`config.mk`:
```
export PLATFORM = sky130hd
export DESIGN_NAME = prio_arbiter3
export DESIGN_NICKNAME = d
export VERILOG_FILES = /design/src/rtl/arb3_pkg.sv /design/src/rtl/max_prio_pick.sv /design/src/rtl/prio_arbiter3.sv
export SDC_FILE = /design/constraint.sdc
export NUM_CORES = 1
export LEC_CHECK = 0
export BUFFER_PORTS_ARGS = -buffer_cell sky130_fd_sc_hd__buf_2
export CORE_ASPECT_RATIO = 0.9
export CORE_UTILIZATION = 62
export DETAILED_ROUTE_END_ITERATION = 12
export PLACE_DENSITY = 0.95
export SLEW_MARGIN = 15
export SYNTH_ARGS = -nofsm -noshare
export SYNTH_HDL_FRONTEND = slang
export SYNTH_SLANG_ARGS = --single-unit
```
`constraint.sdc`:
```
create_clock -name clk -period 12.5 [get_ports clk]
set_input_delay 0.625 -clock clk [delete_from_list [all_inputs] [get_ports clk]]
set_output_delay 0.625 -clock clk [all_outputs]
set_load 0.02 [all_outputs]
```
`src/rtl/arb3_pkg.sv`:
```
// Shared types and constants for the three-way priority arbiter.
package arb3_pkg;
   localparam int NUM_REQ = 3;
   localparam int PRIO_W  = 3;
   localparam int ID_W    = 2;

   typedef enum logic [1:0] {IDLE, BUSY, RECOVER} state_t;

   // Modulo-3 increment of a requester index (values 0..2 only).
   function automatic logic [ID_W-1:0] next_id(input logic [ID_W-1:0] id);
      return (id == 2'd2) ? 2'd0 : id + 2'd1;
   endfunction
endpackage

```
`src/rtl/max_prio_pick.sv`:
```
// Picks the highest-priority candidate; ties go to the first candidate in rotation order from rr_ptr.
// Purely combinational, no flow control.
module max_prio_pick
   import arb3_pkg::*;
(
   input  logic [NUM_REQ-1:0] cand,
   input  logic [PRIO_W-1:0]  prio0,
   input  logic [PRIO_W-1:0]  prio1,
   input  logic [PRIO_W-1:0]  prio2,
   input  logic [ID_W-1:0]    rr_ptr,
   output logic               valid,
   output logic [ID_W-1:0]    win
);
   logic [PRIO_W-1:0] prio  [NUM_REQ];
   logic [ID_W-1:0]   order [NUM_REQ];
   logic [PRIO_W-1:0] best;

   assign prio[0]  = prio0;
   assign prio[1]  = prio1;
   assign prio[2]  = prio2;
   assign order[0] = rr_ptr;
   assign order[1] = next_id(rr_ptr);
   assign order[2] = next_id(order[1]);

   // Strict greater-than keeps the earliest candidate in rotation order on a tie.
   always_comb begin
      valid = 1'b0;
      win   = '0;
      best  = '0;
      for (int k = 0; k < NUM_REQ; k++) begin
         if (cand[order[k]] && (!valid || prio[order[k]] > best)) begin
            valid = 1'b1;
            win   = order[k];
            best  = prio[order[k]];
         end
      end
   end
endmodule

```
`src/rtl/prio_arbiter3.sv`:
```
// Three-requester priority arbiter with rotating tie-break, hold timeout and post-timeout lockout.
// Grant one cycle after arbitration; owner is never preempted, release or timeout costs one RECOVER cycle.
module prio_arbiter3
   import arb3_pkg::*;
#(
   parameter int unsigned MAX_HOLD = 16
)(
   input  logic               clk,
   input  logic               rst,
   input  logic [NUM_REQ-1:0] req,
   input  logic [PRIO_W-1:0]  prio0,
   input  logic [PRIO_W-1:0]  prio1,
   input  logic [PRIO_W-1:0]  prio2,
   output logic [NUM_REQ-1:0] gnt,
   output logic [ID_W-1:0]    gnt_id,
   output logic               busy,
   output logic               timeout
);
   localparam int CW = (MAX_HOLD > 0) ? $clog2(MAX_HOLD + 1) : 1;
   localparam logic [CW-1:0] HOLD_LAST = CW'((MAX_HOLD == 0) ? 0 : MAX_HOLD - 1);

   state_t             state, state_nxt;
   logic [CW-1:0]      hold_cnt, hold_nxt;
   logic [ID_W-1:0]    rr_ptr, rr_nxt;
   logic [ID_W-1:0]    owner, owner_nxt;
   logic [NUM_REQ-1:0] lockout, lock_nxt;
   logic [NUM_REQ-1:0] gnt_nxt;
   logic [ID_W-1:0]    gnt_id_nxt;
   logic               busy_nxt, timeout_nxt;
   logic [NUM_REQ-1:0] cand;
   logic               pick_vld;
   logic [ID_W-1:0]    pick_id;
   logic               release_req, hold_hit;

   // A locked-out requester still wins when it is the only one asking.
   assign cand        = ((req & ~lockout) != '0) ? (req & ~lockout) : req;
   assign release_req = !req[owner];
   assign hold_hit    = (MAX_HOLD != 0) && (hold_cnt == HOLD_LAST);

   max_prio_pick u_pick (
      .cand   (cand),
      .prio0  (prio0),
      .prio1  (prio1),
      .prio2  (prio2),
      .rr_ptr (rr_ptr),
      .valid  (pick_vld),
      .win    (pick_id)
   );

   always_ff @(posedge clk) begin
      if (rst) begin
         state    <= IDLE;
         hold_cnt <= '0;
         rr_ptr   <= '0;
         owner    <= '0;
         lockout  <= '0;
         gnt      <= '0;
         gnt_id   <= '0;
         busy     <= 1'b0;
         timeout  <= 1'b0;
      end else begin
         state    <= state_nxt;
         hold_cnt <= hold_nxt;
         rr_ptr   <= rr_nxt;
         owner    <= owner_nxt;
         lockout  <= lock_nxt;
         gnt      <= gnt_nxt;
         gnt_id   <= gnt_id_nxt;
         busy     <= busy_nxt;
         timeout  <= timeout_nxt;
      end
   end

   always_comb begin
      state_nxt = state;
      case (state)
         IDLE:    if (pick_vld) state_nxt = BUSY;
         BUSY:    if (release_req || hold_hit) state_nxt = RECOVER;
         RECOVER: state_nxt = IDLE;
         default: state_nxt = IDLE;
      endcase
   end

   always_comb begin
      gnt_nxt     = '0;
      gnt_id_nxt  = '0;
      busy_nxt    = 1'b0;
      timeout_nxt = 1'b0;
      hold_nxt    = hold_cnt;
      rr_nxt      = rr_ptr;
      owner_nxt   = owner;
      lock_nxt    = lockout;
      case (state)
         IDLE: begin
            if (pick_vld) begin
               gnt_nxt    = NUM_REQ'(1) << pick_id;
               gnt_id_nxt = pick_id;
               busy_nxt   = 1'b1;
               hold_nxt   = '0;
               lock_nxt   = '0;
               owner_nxt  = pick_id;
            end
         end
         BUSY: begin
            hold_nxt = hold_cnt + 1'b1;
            if (release_req) begin
               // Normal release wins over a coincident timeout.
            end else if (hold_hit) begin
               timeout_nxt = 1'b1;
               lock_nxt    = lockout | (NUM_REQ'(1) << owner);
            end else begin
               gnt_nxt    = gnt;
               gnt_id_nxt = gnt_id;
               busy_nxt   = 1'b1;
            end
         end
         RECOVER: rr_nxt = next_id(owner);
         default: ;
      endcase
   end
endmodule

```
# == Word level (Yosys, flattened, before mapping) ==
# Index checks and enable logic that the tools add are counted.
# totals
register_bits,21
inputBits,14
word_cells,110
# op_classes
n_addsub,4
n_lt_le_gt_ge,9
n_eq_ne,11
shift,2
n_mux,51
n_bitwise,8
reduce_logical,16
# ops
op,n
$mux W3,15
$mux W2,11
$bmux W3 S2,3
$lt A2 B3 Y1 const B,4
$pmux W3 S2,2
$mux W1,11
$pmux W5 S2,1
$ge A3 B3 Y1 const B,3
$not A2 Y3,3
$bmux W1 S2,4
$eq A2 B2 Y1 const B,4
$ne A2 B2 Y1 const B,4
$pmux W2 S2,2
$add A2 B1 Y2 const B,3
$gt A3 B3 Y1,2
$reduce_and A2 Y1,3
$shl A1 B2 Y3 const A,2
$add A5 B1 Y5 const B,1
$eq A5 B4 Y1 const B,1
$mux W5,1
$reduce_and A4 Y1,1
$and A3 B3 Y3,1
$logic_not A1 Y1,3
$logic_or A1 B1 Y1,3
11 further kinds,13

# == Longest topological paths before layout ==
# logic_depth
ltp_word,18
mapped_depth,21

# == Hierarchy ==
# A second synthesis with hierarchy kept.
# hier_totals
hier_cells,201
hier_area_um2,1654.1
# modules_own_cells
mod,instances,cells_per_inst,area_per_inst_um2
prio_arbiter3,1,105,989.7
max_prio_pick,1,96,664.4

# == Worst setup path before layout ==
# OpenSTA, ideal clock, no wires.
# synth_timing
kind,input to register
from,input port req[1]
to,register owner[0]
arrival_time_ps,4226
t_required_ps,12414
slack_ps,8188
cell_stages,20
n_path_buf,1
path_cell_list,buf_4 -> and2b_1 -> o21ai_2 -> nand2_1 -> o211ai_1 -> o21a_1 -> inv_1 -> ha_1 -> nor2b_1 -> o21ai_1 -> a32oi_2 -> o2111ai_1 -> nand3_1 -> mux2i_1 -> ha_1 -> a211oi_1 -> o21ai_1 -> a311oi_1 -> nand3_1 -> a221oi_2
# synth_via
elab_chain_len,15
word_cells_on_any_way,26
classes_between,order compare (2); mux (15); bitwise (1); reduce/logical (8)
# synth_lines
item,line,text
start: declaration,prio_arbiter3.sv:10,"input logic [NUM_REQ-1:0] req,"
$and A3 B3 Y3,prio_arbiter3.sv:36,assign cand = ((req & ~lockout) != '0) ? (req & ~lockout) : req;
$reduce_bool A3 Y1,prio_arbiter3.sv:36,
$mux W3 *,prio_arbiter3.sv:36,
$bmux W1 S2,max_prio_pick.sv:31,if (cand[order[k]] && (!valid || prio[order[k]] > best)) begin
$mux W1 (not written as such),max_prio_pick.sv:31,
$mux W3 / $mux W1 (equally long branches),max_prio_pick.sv:31,
$gt A3 B3 Y1 / $logic_not A1 Y1 (equally long branches),max_prio_pick.sv:31,
$logic_or A1 B1 Y1,max_prio_pick.sv:31,
$logic_and A1 B1 Y1,max_prio_pick.sv:31,
$mux W3 / $mux W1 (equally long branches),max_prio_pick.sv:31,
$gt A3 B3 Y1 / $logic_not A1 Y1 (equally long branches),max_prio_pick.sv:31,
$logic_or A1 B1 Y1,max_prio_pick.sv:31,
$logic_and A1 B1 Y1,max_prio_pick.sv:31,
$mux W1,max_prio_pick.sv:31,
$reduce_and A2 Y1 (no line),n/a,
end signal: assignment,prio_arbiter3.sv:65,owner <= owner_nxt;
end: declaration,prio_arbiter3.sv:25,"logic [ID_W-1:0] owner, owner_nxt;"
# Mark *: on every way between the ends. The rest lies on a longest branch, timed or not. The select of a mux whose other input is x is not followed.
# A chain may end at the register's enable or synchronous reset.

# == Final worst setup path ==
# layout_timing
from,register rr_ptr[0]
to,register gnt[2]
# layout_via
elab_chain_len,17
word_cells_on_any_way,43
classes_between,add/sub (2); order compare (2); eq/ne (2); shift (1); mux (27); bitwise (3); reduce/logical (6)
# layout_lines
item,line,text
start: declaration,prio_arbiter3.sv:24,"logic [ID_W-1:0] rr_ptr, rr_nxt;"
start signal: assignment,prio_arbiter3.sv:64,rr_ptr <= rr_nxt;
$add A2 B1 Y2 / $eq A2 B2 Y1 (equally long branches),arb3_pkg.sv:11,return (id == 2'd2) ? 2'd0 : id + 2'd1;
$mux W2,arb3_pkg.sv:11,
$not A2 Y3 (not written as such),"max_prio_pick.sv:31, max_prio_pick.sv:34",
$bmux W3 S2,"max_prio_pick.sv:31, max_prio_pick.sv:34",
$mux W3 (not written as such) (2 in a row),"max_prio_pick.sv:31, max_prio_pick.sv:34",
$gt A3 B3 Y1,max_prio_pick.sv:31,
$logic_or A1 B1 Y1,max_prio_pick.sv:31,
$logic_and A1 B1 Y1,max_prio_pick.sv:31,
$mux W3 / $mux W1 (equally long branches),max_prio_pick.sv:31,
$gt A3 B3 Y1 / $logic_not A1 Y1 (equally long branches),max_prio_pick.sv:31,
$logic_or A1 B1 Y1,max_prio_pick.sv:31,
$logic_and A1 B1 Y1,max_prio_pick.sv:31,
$mux W2,max_prio_pick.sv:31,
$shl A1 B2 Y3,prio_arbiter3.sv:96,gnt_nxt = NUM_REQ'(1) << pick_id;
$mux W3 *,prio_arbiter3.sv:95,if (pick_vld) begin
$pmux W3 S2 *,prio_arbiter3.sv:93,case (state)
end signal: assignment,prio_arbiter3.sv:67,gnt <= gnt_nxt;
end: declaration,prio_arbiter3.sv:14,"output logic [NUM_REQ-1:0] gnt,"
# Marks and branches as above.

==> results.yml <==
layout:
  layout.nets: 240
  drive_above_1_share: 0.161
  antenna_cells: 0
  stdcell_count: 245
  areaGrowthSynthToFinish_pct: 6.93
worst_setup_path:
  rrSetupSlack_ps: 7510
  crit_type: "reg2reg"
  cp.arrival_ps: 5230
  crit_required_ps: 12740
  cp_max_fo: 18
  cp-start-kind: "flip-flop"
  crit_path_end_kind: "flip-flop"
  rr_startpoint: "rr_ptr[0]$_SDFFE_PP0N_"
  regToRegEndpoint: "gnt[2]$_SDFFE_PP0P_"
  rr_worst_depth: 20
job:
  drv_cap: 0
yosys:
  ys_warn_count: 0
  ys.flop_type: "dfxtp_1"
  yosysTopAreaCell: "dfxtp_1"
  netlist_area_mm2: 0.00159
  ys_async_sr_fraction: 0
  synth_area_leaders: "dfxtp_1, mux2i_1, ha_1"
  synth_area_per_cell_um2: 7.86
  synth_enable_flop_cells: 0
  synth.top_cell.area_share: 0.265
  yosys_register_bits: 21
  syn_inst: 202
  synth_cell_types: 47
  seq_area_frac_synth: 0.265
  syn_nets: 224
timing:
  finalSetupViolCount: 0
  rsz0062_at_grt: "no"
  fin_crit_ps: 4990
  maxSlewHeadroom: 0.427
  clock_skew_ps: 8.19
  fmax_mhz: 200
  final.setup.tns_ps: 0
  hold_violations: 0
  worstMarginPinSlew_ps: 859
  setup_ws_ps: 7510
  post-route-period-util: 0.399
  drv_slew: 0
global_routing:
  grt_max_degree: 26
  grt_pass1_wl_mm: 5.85
  grt_usage: 0.263
  grt_pass1_vias: 1338
  grt_antenna_before_repair: 0
  grt_overflow: 0
place:
  placed_cells_incl_taps: 241
  pre_cts_slack_ps: 7620
  place_hpwl_mm: 2.69
  port_buffers: 20
  gp_congestion: 0.908
pwr:
  p_int_mw: 0.114
  comb_power_share: 0.401
  vdd_drop_max_mv: 0.119
  p_per_area_mw_per_mm2: 109
  swShare: 0.385
  pwr-share-seq: 0.427
  power_mw: 0.185
  p_sw_mw: 0.0713
  power_leakage_nw: 0.699
  power.share.clock: 0.172
worst_hold_path:
  hp-start: "hold_cnt[4]$_SDFFE_PP0P_"
  whs_path_depth: 2
  min_path_type: "reg2reg"
  whs_endpoint: "hold_cnt[4]$_SDFFE_PP0P_"
clocking:
  clockRootBuffer: "clkbuf_4"
  cts_resized: 0
  cts_buffers: 3
  clock_latency_ps: 300
  numClockSinks: 21
  path_clk_slew_ps: 110
  post_cts_buffers: 0
  cts_tree: "built"
  htreeDepth: 1
  hold_buffers: 0
  cts_buffer_depth: 2
die:
  die_x_um: 55.3
  rows: 17
  coreArea_mm2: 0.00245
  dieArea_mm2: 0.00277
  ios: 21
  die_y_um: 50.0
  start_util: 0.649
routing:
  drtIter0Drc: 103
  vias: 1585
  first_pass_iters: 4
  drc: 0
  wl_per_cell_um: 14.6
  wl_mm: 3.58
  ant_nets: 0
  via_per_inst: 6.47
run_status:
  status: "finished clean"
-- cells in the final DEF (no fill, tap or decap), types with 2 or more instances in the layout --
master,n
nor2_1,24
dfxtp_1,21
buf_2,20
nand2_1,14
mux2i_1,13
inv_1,13
a21oi_1,12
nand3_1,10
ha_1,8
nor2b_1,7
o21ai_0,7
o21ai_1,5
a31oi_1,5
and3_1,4
o211ai_1,4
nand3b_1,4
o21a_1,3
nand2b_1,3
a21o_1,3
a22oi_1,3
a211oi_1,3
clkbuf_4,3
o21ai_2,2
and2_1,2
o2111ai_1,2
mux2_2,2
nor3_1,2
-- critical path: stages (launching register included) --
cell and delay [ps]:
dfxtp_1 790, inv_1 180, nor2_1 400, nand3_1 150
o211ai_1 180, o21a_1 200, inv_1 50, ha_1 310
nor2b_1 140, o21ai_1 90, a32oi_2 390, o2111ai_1 160
nand3_1 220, mux2i_1 270, ha_1 180, inv_1 40
a211oi_1 280, nor2_1 130, o211ai_1 410, o2111ai_2 240
nand3_1 140
-- metal layers --
layer	GRT usage	wire, um	up-vias
li1	-	-	765
met1	0.335	1600	726
met2	0.448	1670	87
met3	0.0682	298	7
met4	0.0583	16	0
met5	0	0	-
-- cell usage after synthesis, types with 3 or more instances --
library cell / number
nor2_1: 24
dfxtp_1: 21
nand2_1: 14
inv_1: 13
mux2i_1: 13
a21oi_1: 12
nand3_1: 10
ha_1: 8
nor2b_1: 7
o21ai_0: 7
a31oi_1: 5
o21ai_1: 5
and3_1: 4
nand3b_1: 4
o211ai_1: 4
a211oi_1: 3
a21o_1: 3
a22oi_1: 3
nand2b_1: 3
o21a_1: 3
-- stage by stage --
stage	util	hold slack [ps]	instance area, um^2
final	0.694	505	1700
after CTS	0.694	511	1700
after floorplan	-	454	1590
after global placement	0.683	468	1670
after detailed placement	0.683	482	1670
after global routing	0.694	530	1700
-- power by group through the flow --
stage / registers [mW] / logic, mW / clock network, mW
after floorplan: 0.0808 / 0.0561 / 0
after global placement: 0.0799 / 0.0699 / 0
after detailed placement: 0.0805 / 0.0727 / 0
after CTS: 0.0789 / 0.0732 / 0.0320
after global routing: 0.0802 / 0.0811 / 0.0358
final: 0.0792 / 0.0742 / 0.0319
-- cell families (layout without fill, tap and decap cells) --
group | Yosys count | after routing | synth area share
compound gates | 59 | 59 | 0.266
fa+ha+maj | 8 | 8 | 0.0630
mux | 15 | 15 | 0.0961
simple gates | 77 | 77 | 0.247
flops | 21 | 21 | 0.265
buf+inv | 22 | 37 | 0.0630
-- sequential cells by signal, summed over array words and instances (netlist names) --
name and cells:
lockout 3, gnt_id 2, gnt 3, owner 2, hold_cnt 5, busy 1, timeout 1, rr_ptr 2
state 2
-- worst max-delay path by stage --
stage | from | to | slack [ps] | cells past startpoint
after floorplan | req[1] | owner[0]$_SDFFE_PP0P_ | 8190 | 20
after global placement | req[1] | gnt[2]$_SDFFE_PP0P_ | 7820 | 20
after detailed placement | req[1] | gnt[2]$_SDFFE_PP0P_ | 7620 | 20
after CTS | rr_ptr[0]$_SDFFE_PP0N_ | gnt[2]$_SDFFE_PP0P_ | 7680 | 19
after global routing | rr_ptr[0]$_SDFFE_PP0N_ | owner[0]$_SDFFE_PP0P_ | 7240 | 20
final | rr_ptr[0]$_SDFFE_PP0N_ | gnt[2]$_SDFFE_PP0P_ | 7510 | 20
-- layout make-up --
type	count	area, um^2
clock buffer	4	26.3
fill	188	748
inverter	13	48.8
multi-input combinational	159	1070
sequential	21	420
tap	28	35.0
timing repair buffer	20	100
(Power assumes the default switching activity.)
